<file path="src/rtl/conv_seq_ctrl.sv">
// Convolution sequencer: walks all K*K kernel positions of one tile from a single start pulse.
// Optional perf_cycles/stall_cycles counters are built when CONV_PERF_CNT_EN is defined.
module conv_seq_ctrl #(
  parameter int unsigned M        = 6,
  parameter int unsigned K        = 3,
  parameter int unsigned STRIDE   = 1,
  parameter int unsigned COL      = 8,
  parameter int unsigned ADDR_W   = 11,
  parameter int unsigned ACT_BASE = 0,
  parameter int unsigned WGT_BASE = 1024,
  localparam int unsigned OUT     = (M - K) / STRIDE + 1,
  localparam int unsigned LEN_NIJ = OUT * OUT,
  localparam int unsigned NKIJ    = K * K,
  localparam int unsigned KIJ_W   = (NKIJ > 1) ? $clog2(NKIJ) : 1
) (
  input  logic              clk,
  input  logic              reset_n,
  input  logic              start,
  input  logic              abort,
  input  logic              host_cen,
  input  logic              host_wen,
  input  logic [ADDR_W-1:0] host_addr,
  output logic              sram_cen,
  output logic              sram_wen,
  output logic [ADDR_W-1:0] sram_addr,
  input  logic              l0_full,
  output logic              l0_wr,
  output logic              l0_rd,
  output logic              load,
  output logic              execute,
  input  logic              psum_wr,
  output logic              rchip,
  output logic [KIJ_W-1:0]  kij_idx,
  output logic              busy,
  output logic              done
`ifdef CONV_PERF_CNT_EN
  ,
  output logic [31:0]       perf_cycles,
  output logic [31:0]       stall_cycles
`endif
);

  localparam int unsigned CNT_MAX = (COL > LEN_NIJ) ? COL : LEN_NIJ;
  localparam int unsigned CNT_W   = $clog2(CNT_MAX + 1);
  localparam int unsigned OUT_W   = (OUT > 1) ? $clog2(OUT) : 1;
  localparam int unsigned K_W     = (K > 1) ? $clog2(K) : 1;

  localparam logic [CNT_W-1:0] COL_LAST  = CNT_W'(COL - 1);
  localparam logic [CNT_W-1:0] EXEC_LAST = CNT_W'(LEN_NIJ - 1);
  localparam logic [CNT_W-1:0] PSUM_FULL = CNT_W'(LEN_NIJ);
  localparam logic [OUT_W-1:0] OUT_LAST  = OUT_W'(OUT - 1);
  localparam logic [K_W-1:0]   K_LAST    = K_W'(K - 1);
  localparam logic [KIJ_W-1:0] KIJ_LAST  = KIJ_W'(NKIJ - 1);

  typedef enum logic [2:0] {
    StIdle, StLdWgtL0, StLdWgtPe, StLdActL0, StExec, StDrain, StDone
  } state_e;

  state_e             state_q;
  logic [KIJ_W-1:0]   kij_q;
  logic [K_W-1:0]     ki_q, kj_q;
  logic [CNT_W-1:0]   cnt_q, psum_cnt_q;
  logic [OUT_W-1:0]   ox_q, oy_q;
  logic               cen_q, l0_wr_q, l0_rd_q, load_q, execute_q, busy_q, done_q, rchip_q;
  logic [ADDR_W-1:0]  addr_q;
  logic [ADDR_W-1:0]  wgt_addr, act_addr;

  always_comb begin
    wgt_addr = ADDR_W'(WGT_BASE) + ADDR_W'(kij_q) * ADDR_W'(COL) + ADDR_W'(cnt_q);
    act_addr = ADDR_W'(ACT_BASE)
             + (ADDR_W'(ki_q) + ADDR_W'(oy_q) * ADDR_W'(STRIDE)) * ADDR_W'(M)
             + ADDR_W'(kj_q) + ADDR_W'(ox_q) * ADDR_W'(STRIDE);
  end

  always_ff @(posedge clk or negedge reset_n) begin
    if (!reset_n) begin
      state_q    <= StIdle;
      kij_q      <= '0;
      ki_q       <= '0;
      kj_q       <= '0;
      cnt_q      <= '0;
      ox_q       <= '0;
      oy_q       <= '0;
      psum_cnt_q <= '0;
      cen_q      <= 1'b1;
      addr_q     <= '0;
      l0_wr_q    <= 1'b0;
      l0_rd_q    <= 1'b0;
      load_q     <= 1'b0;
      execute_q  <= 1'b0;
      busy_q     <= 1'b0;
      done_q     <= 1'b0;
      rchip_q    <= 1'b0;
    end else begin
      cen_q     <= 1'b1;
      // The L0 write trails the read issue by one cycle to meet the returning SRAM data.
      l0_wr_q   <= ~cen_q & ~abort;
      l0_rd_q   <= 1'b0;
      load_q    <= 1'b0;
      execute_q <= 1'b0;
      done_q    <= 1'b0;
      if ((state_q == StExec || state_q == StDrain) && psum_wr && psum_cnt_q != PSUM_FULL) begin
        psum_cnt_q <= psum_cnt_q + CNT_W'(1);
      end
      if (abort) begin
        state_q <= StIdle;
        busy_q  <= 1'b0;
      end else begin
        unique case (state_q)
          StIdle: begin
            if (start) begin
              kij_q      <= '0;
              ki_q       <= '0;
              kj_q       <= '0;
              cnt_q      <= '0;
              ox_q       <= '0;
              oy_q       <= '0;
              psum_cnt_q <= '0;
              rchip_q    <= 1'b0;
              busy_q     <= 1'b1;
              state_q    <= StLdWgtL0;
            end
          end
          StLdWgtL0: begin
            if (!l0_full) begin
              cen_q  <= 1'b0;
              addr_q <= wgt_addr;
              if (cnt_q == COL_LAST) begin
                cnt_q   <= '0;
                state_q <= StLdWgtPe;
              end else begin
                cnt_q <= cnt_q + CNT_W'(1);
              end
            end
          end
          StLdWgtPe: begin
            load_q  <= 1'b1;
            l0_rd_q <= 1'b1;
            if (cnt_q == COL_LAST) begin
              cnt_q   <= '0;
              state_q <= StLdActL0;
            end else begin
              cnt_q <= cnt_q + CNT_W'(1);
            end
          end
          StLdActL0: begin
            if (!l0_full) begin
              cen_q  <= 1'b0;
              addr_q <= act_addr;
              if (ox_q == OUT_LAST) begin
                ox_q <= '0;
                if (oy_q == OUT_LAST) begin
                  oy_q       <= '0;
                  psum_cnt_q <= '0;
                  state_q    <= StExec;
                end else begin
                  oy_q <= oy_q + OUT_W'(1);
                end
              end else begin
                ox_q <= ox_q + OUT_W'(1);
              end
            end
          end
          StExec: begin
            execute_q <= 1'b1;
            l0_rd_q   <= 1'b1;
            if (cnt_q == EXEC_LAST) begin
              cnt_q   <= '0;
              state_q <= StDrain;
            end else begin
              cnt_q <= cnt_q + CNT_W'(1);
            end
          end
          StDrain: begin
            if (psum_cnt_q == PSUM_FULL) begin
              if (kij_q == KIJ_LAST) begin
                done_q  <= 1'b1;
                busy_q  <= 1'b0;
                state_q <= StDone;
              end else begin
                kij_q   <= kij_q + KIJ_W'(1);
                rchip_q <= ~rchip_q;
                if (kj_q == K_LAST) begin
                  kj_q <= '0;
                  ki_q <= ki_q + K_W'(1);
                end else begin
                  kj_q <= kj_q + K_W'(1);
                end
                state_q <= StLdWgtL0;
              end
            end
          end
          StDone: state_q <= StIdle;
          default: state_q <= StIdle;
        endcase
      end
    end
  end

  assign sram_cen  = (state_q == StIdle) ? host_cen : cen_q;
  assign sram_wen  = (state_q == StIdle) ? host_wen : 1'b1;
  assign sram_addr = (state_q == StIdle) ? host_addr : addr_q;
  assign l0_wr     = l0_wr_q;
  assign l0_rd     = l0_rd_q;
  assign load      = load_q;
  assign execute   = execute_q;
  assign rchip     = rchip_q;
  assign kij_idx   = kij_q;
  assign busy      = busy_q;
  assign done      = done_q;

`ifdef CONV_PERF_CNT_EN
  logic stall_now;
  assign stall_now = ((state_q == StLdWgtL0 || state_q == StLdActL0) && l0_full)
                   || (state_q == StDrain && psum_cnt_q != PSUM_FULL);

  always_ff @(posedge clk or negedge reset_n) begin
    if (!reset_n) begin
      perf_cycles  <= '0;
      stall_cycles <= '0;
    end else if (state_q == StIdle && start && !abort) begin
      perf_cycles  <= '0;
      stall_cycles <= '0;
    end else begin
      if (busy_q && perf_cycles != '1) perf_cycles <= perf_cycles + 32'd1;
      if (busy_q && stall_now && stall_cycles != '1) stall_cycles <= stall_cycles + 32'd1;
    end
  end
`endif

endmodule

</file>
<file path="config.mk">
export PLATFORM = sky130hd
export DESIGN_NAME = conv_seq_ctrl
export DESIGN_NICKNAME = d
export VERILOG_FILES = /design/src/rtl/conv_seq_ctrl.sv
export SDC_FILE = /design/constraint.sdc
export NUM_CORES = 1
export LEC_CHECK = 0
export ABC_AREA = 1
export BUFFER_PORTS_ARGS = -buffer_cell sky130_fd_sc_hd__buf_2
export CAP_MARGIN = 25
export CORE_ASPECT_RATIO = 0.6
export CORE_MARGIN = 8
export CORE_UTILIZATION = 50
export CTS_CLUSTER_DIAMETER = 150
export CTS_CLUSTER_SIZE = 25
export DETAILED_ROUTE_END_ITERATION = 7
export PLACE_DENSITY = 0.71
export SYNTH_ARGS = -nofsm -noshare
export SYNTH_HDL_FRONTEND = slang
export SYNTH_SLANG_ARGS = --single-unit
</file>
<file path="constraint.sdc">
create_clock -name clk -period 3.3 [get_ports clk]
set_clock_uncertainty 0.05 [all_clocks]
set_input_delay 0.66 -clock clk [delete_from_list [all_inputs] [get_ports clk]]
set_output_delay 0.66 -clock clk [all_outputs]
set_load 0.05 [all_outputs]
</file>
==> impl_metrics.toml <==
[floorplanning]
die_x_um = 113
rows = 21
io_pins = 43
start_util = 0.513
die_area_mm2 = 0.00844
core_area_mm2 = 0.00554
die_h_um = 74.4

[clocking]
cts_buffer_depth = 2
post_cts_resized = 0
clk_latency_ns = 0.30
cts_tree = "done"
cts_made_buffers = 5
clkTransAtPathRegs_ns = 0.08
postCtsSetupRepairBufs = 0
numClockSinks = 42
cts_max_level = 2
clockRootBuffer = "clkbuf_8"
cts-hold-fix-buffers = 0

[finish]
num-nets-final = 459
final_cell_area_mm2 = 0.00322
n_fill_cell = 530
layout_commonest_cell = "nand2_1"
final_cell_mix = "nand2_1 (95), inv_1 (47), nor2_1 (45)"
areaGrowthSynthToFinish_pct = 13.1
fin_util = 0.580
diodes = 0
drive_gt1_frac = 0.182

[pwr]
p_sw_frac = 0.511
power_frac_comb = 0.531
switching_power_w = 0.00120
p_int_w = 0.00115
p_leak_nw = 1.70
power_density_mw_per_mm2 = 728
p_seq_frac = 0.303
ir_worst_vdd_mv = 0.357
p_clk_frac = 0.166

[setup_path]
critPathSlowestCell = "fa_1"
cp.required_ns = 3.44
cp_max_fo = 4
path_cells = "ha_1, inv_1, fa_1, inv_1, ha_1, inv_1, fa_1, inv_1, nand2_1, xnor2_1, o211ai_1, nand2_1"
worstPathArrival_ns = 2.88
crit_family = "adder cells"
worstSetupPathType = "reg -> reg"
slowest_delay_ns = 0.55
end_kind = "register"
cp_common_cell = "inv_1"
worst-path-buf-inv = 4
start_kind = "register"

[job]
maxCapViolations = 0

[place]
dp_hpwl_um = 5270
place_area_mm2 = 0.00309
gp_congestion = 0.933
io_buffers = 42

[sta]
finalSetupTns_ns = 0
setup_viol = 0
finalCritPeriodShare = 0.831
slew_violations = 0
final-hold-violation-count = 0
fin_crit_ns = 2.74
clock.fmax_mhz = 365
rsz0062_at_grt = "no"
whs_ns = 0.106
relSlewSlack = 0.663
tightest_slew_ns = 0.505

[global_routing]
grt_pass1_vias = 2186
globalRouteOverflowTotal = 0
grt_pass1_wl_um = 11100
grt_use_total = 0.169
grt_max_degree = 43
antenna_found_initial = 0

[yosys]
yosysWarnings = 0
syn_nets = 418
ys_seq_area_frac = 0.370
synthCells = 376
syn_area_mm2 = 0.00285
synth_cell_types = 33
avgSynthCellArea_um2 = 7.57
synth_seq_cells = 42

[detailed_routing]
drc_errors = 0
drt_iter0_drc = 160
wl_um = 6730
routedWlPerCell_um = 13.5
vias = 2416
ant_nets = 0
via_per_inst = 4.85
drtPass1Iterations = 4

[outcome]
status = "finished clean"

[hold_path]
hp-class = "in -> async"
[per-stage QoR]
| stage | instances | worst slack, ns | total power (W) |
|---|---|---|---|
| 6_report | 498 | 0.558 | 0.00234 |
| 5_1_grt | 498 | 0.402 | 0.00252 |
| 4_1_cts | 497 | 0.550 | 0.00235 |
| 3_5_place_dp | 489 | 0.556 | 0.00196 |
| 3_3_place_gp | 489 | 0.684 | 0.00194 |
| 2_1_floorplan | 376 | 0.604 | 0.00172 |
[power groups by stage]
stage | Clock [W] | Combinational, W | Sequential, W
floorplan | 0 | 0.000987 | 0.000732
global placement | 0 | 0.00123 | 0.000714
detailed placement | 0 | 0.00124 | 0.000718
CTS | 0.000400 | 0.00125 | 0.000708
global route | 0.000425 | 0.00137 | 0.000724
finish | 0.000389 | 0.00124 | 0.000711
[worst paths after layout]
path,from,to,slack [ns],cells past startpoint
worst min register to register,rchip,rchip,0.42,1
worst max register to register,ki_q[0],addr_q[5],0.56,12
max in group asynchronous,reset_n,cen_q,2.63,2
worst max-delay path,ki_q[0],addr_q[5],0.56,12
min in group clk,rchip,rchip,0.42,1
worst min-delay path,reset_n,done,0.11,1
[cell usage after synthesis]
library cell / n / area, µm²
nand4_1: 1 / 6.26
o21ai_1: 4 / 20.0
o211ai_1: 4 / 30.0
a21oi_1: 9 / 45.0
clkbuf_1: 1 / 3.75
nand3_2: 5 / 50.1
a21oi_2: 2 / 17.5
buf_6: 3 / 33.8
buf_4: 3 / 22.5
nor4_1: 1 / 6.26
nor2_2: 4 / 25.0
fa_1: 5 / 100
o21ai_2: 1 / 8.76
o22ai_1: 3 / 18.8
nand2_2: 3 / 18.8
a31oi_1: 1 / 6.26
or2_2: 3 / 18.8
dfrtp_1: 41 / 1030
xnor2_1: 4 / 35.0
inv_2: 3 / 11.3
nand3_1: 27 / 135
nor3_1: 1 / 5.00
ha_1: 18 / 225
clkinv_1: 1 / 3.75
nor2_1: 45 / 169
xor2_1: 7 / 61.3
dfstp_2: 1 / 26.3
inv_4: 1 / 6.26
inv_1: 47 / 176
o21ai_0: 28 / 140
buf_2: 3 / 15.0
nand4_4: 1 / 21.3
nand2_1: 95 / 357
[cells by family after synthesis]
group	after synthesis	share of synthesized area
XOR/XNOR	11	0.0339
adder cells (fa/ha/maj)	23	0.114
AND/OR/NAND/NOR	186	0.285
AO/OA/AOI/OAI	52	0.101
flip-flops	42	0.370
buffers and inverters	62	0.0959
[state kept, by name (all words and copies together) (netlist names), 2 cells and up]
| signal | cells |
|---|---|
| addr_q | 9 |
| cnt_q | 5 |
| psum_cnt_q | 5 |
| kij_idx | 4 |
| state_q | 3 |
| ki_q | 2 |
| kj_q | 2 |
| ox_q | 2 |
| oy_q | 2 |
[cell type report]
type,count,area (µm²),share of cell area
flip-flops and latches,42,1050,0.327
repair buffers,44,238,0.0739
inverters,52,198,0.0614
well taps,80,100,0.0311
multi-input cells,272,1520,0.472
clock buffers,8,110,0.0342
[per-layer routing]
layer	vias up	global-route usage	part of all wire
met1	1051	0.243	0.50
met2	90	0.237	0.37
met5	-	0	0
met3	6	0.0519	0.12
met4	0	0.0484	0.0079
li1	1269	-	-
No activity file was read; power rests on OpenSTA's default activity.
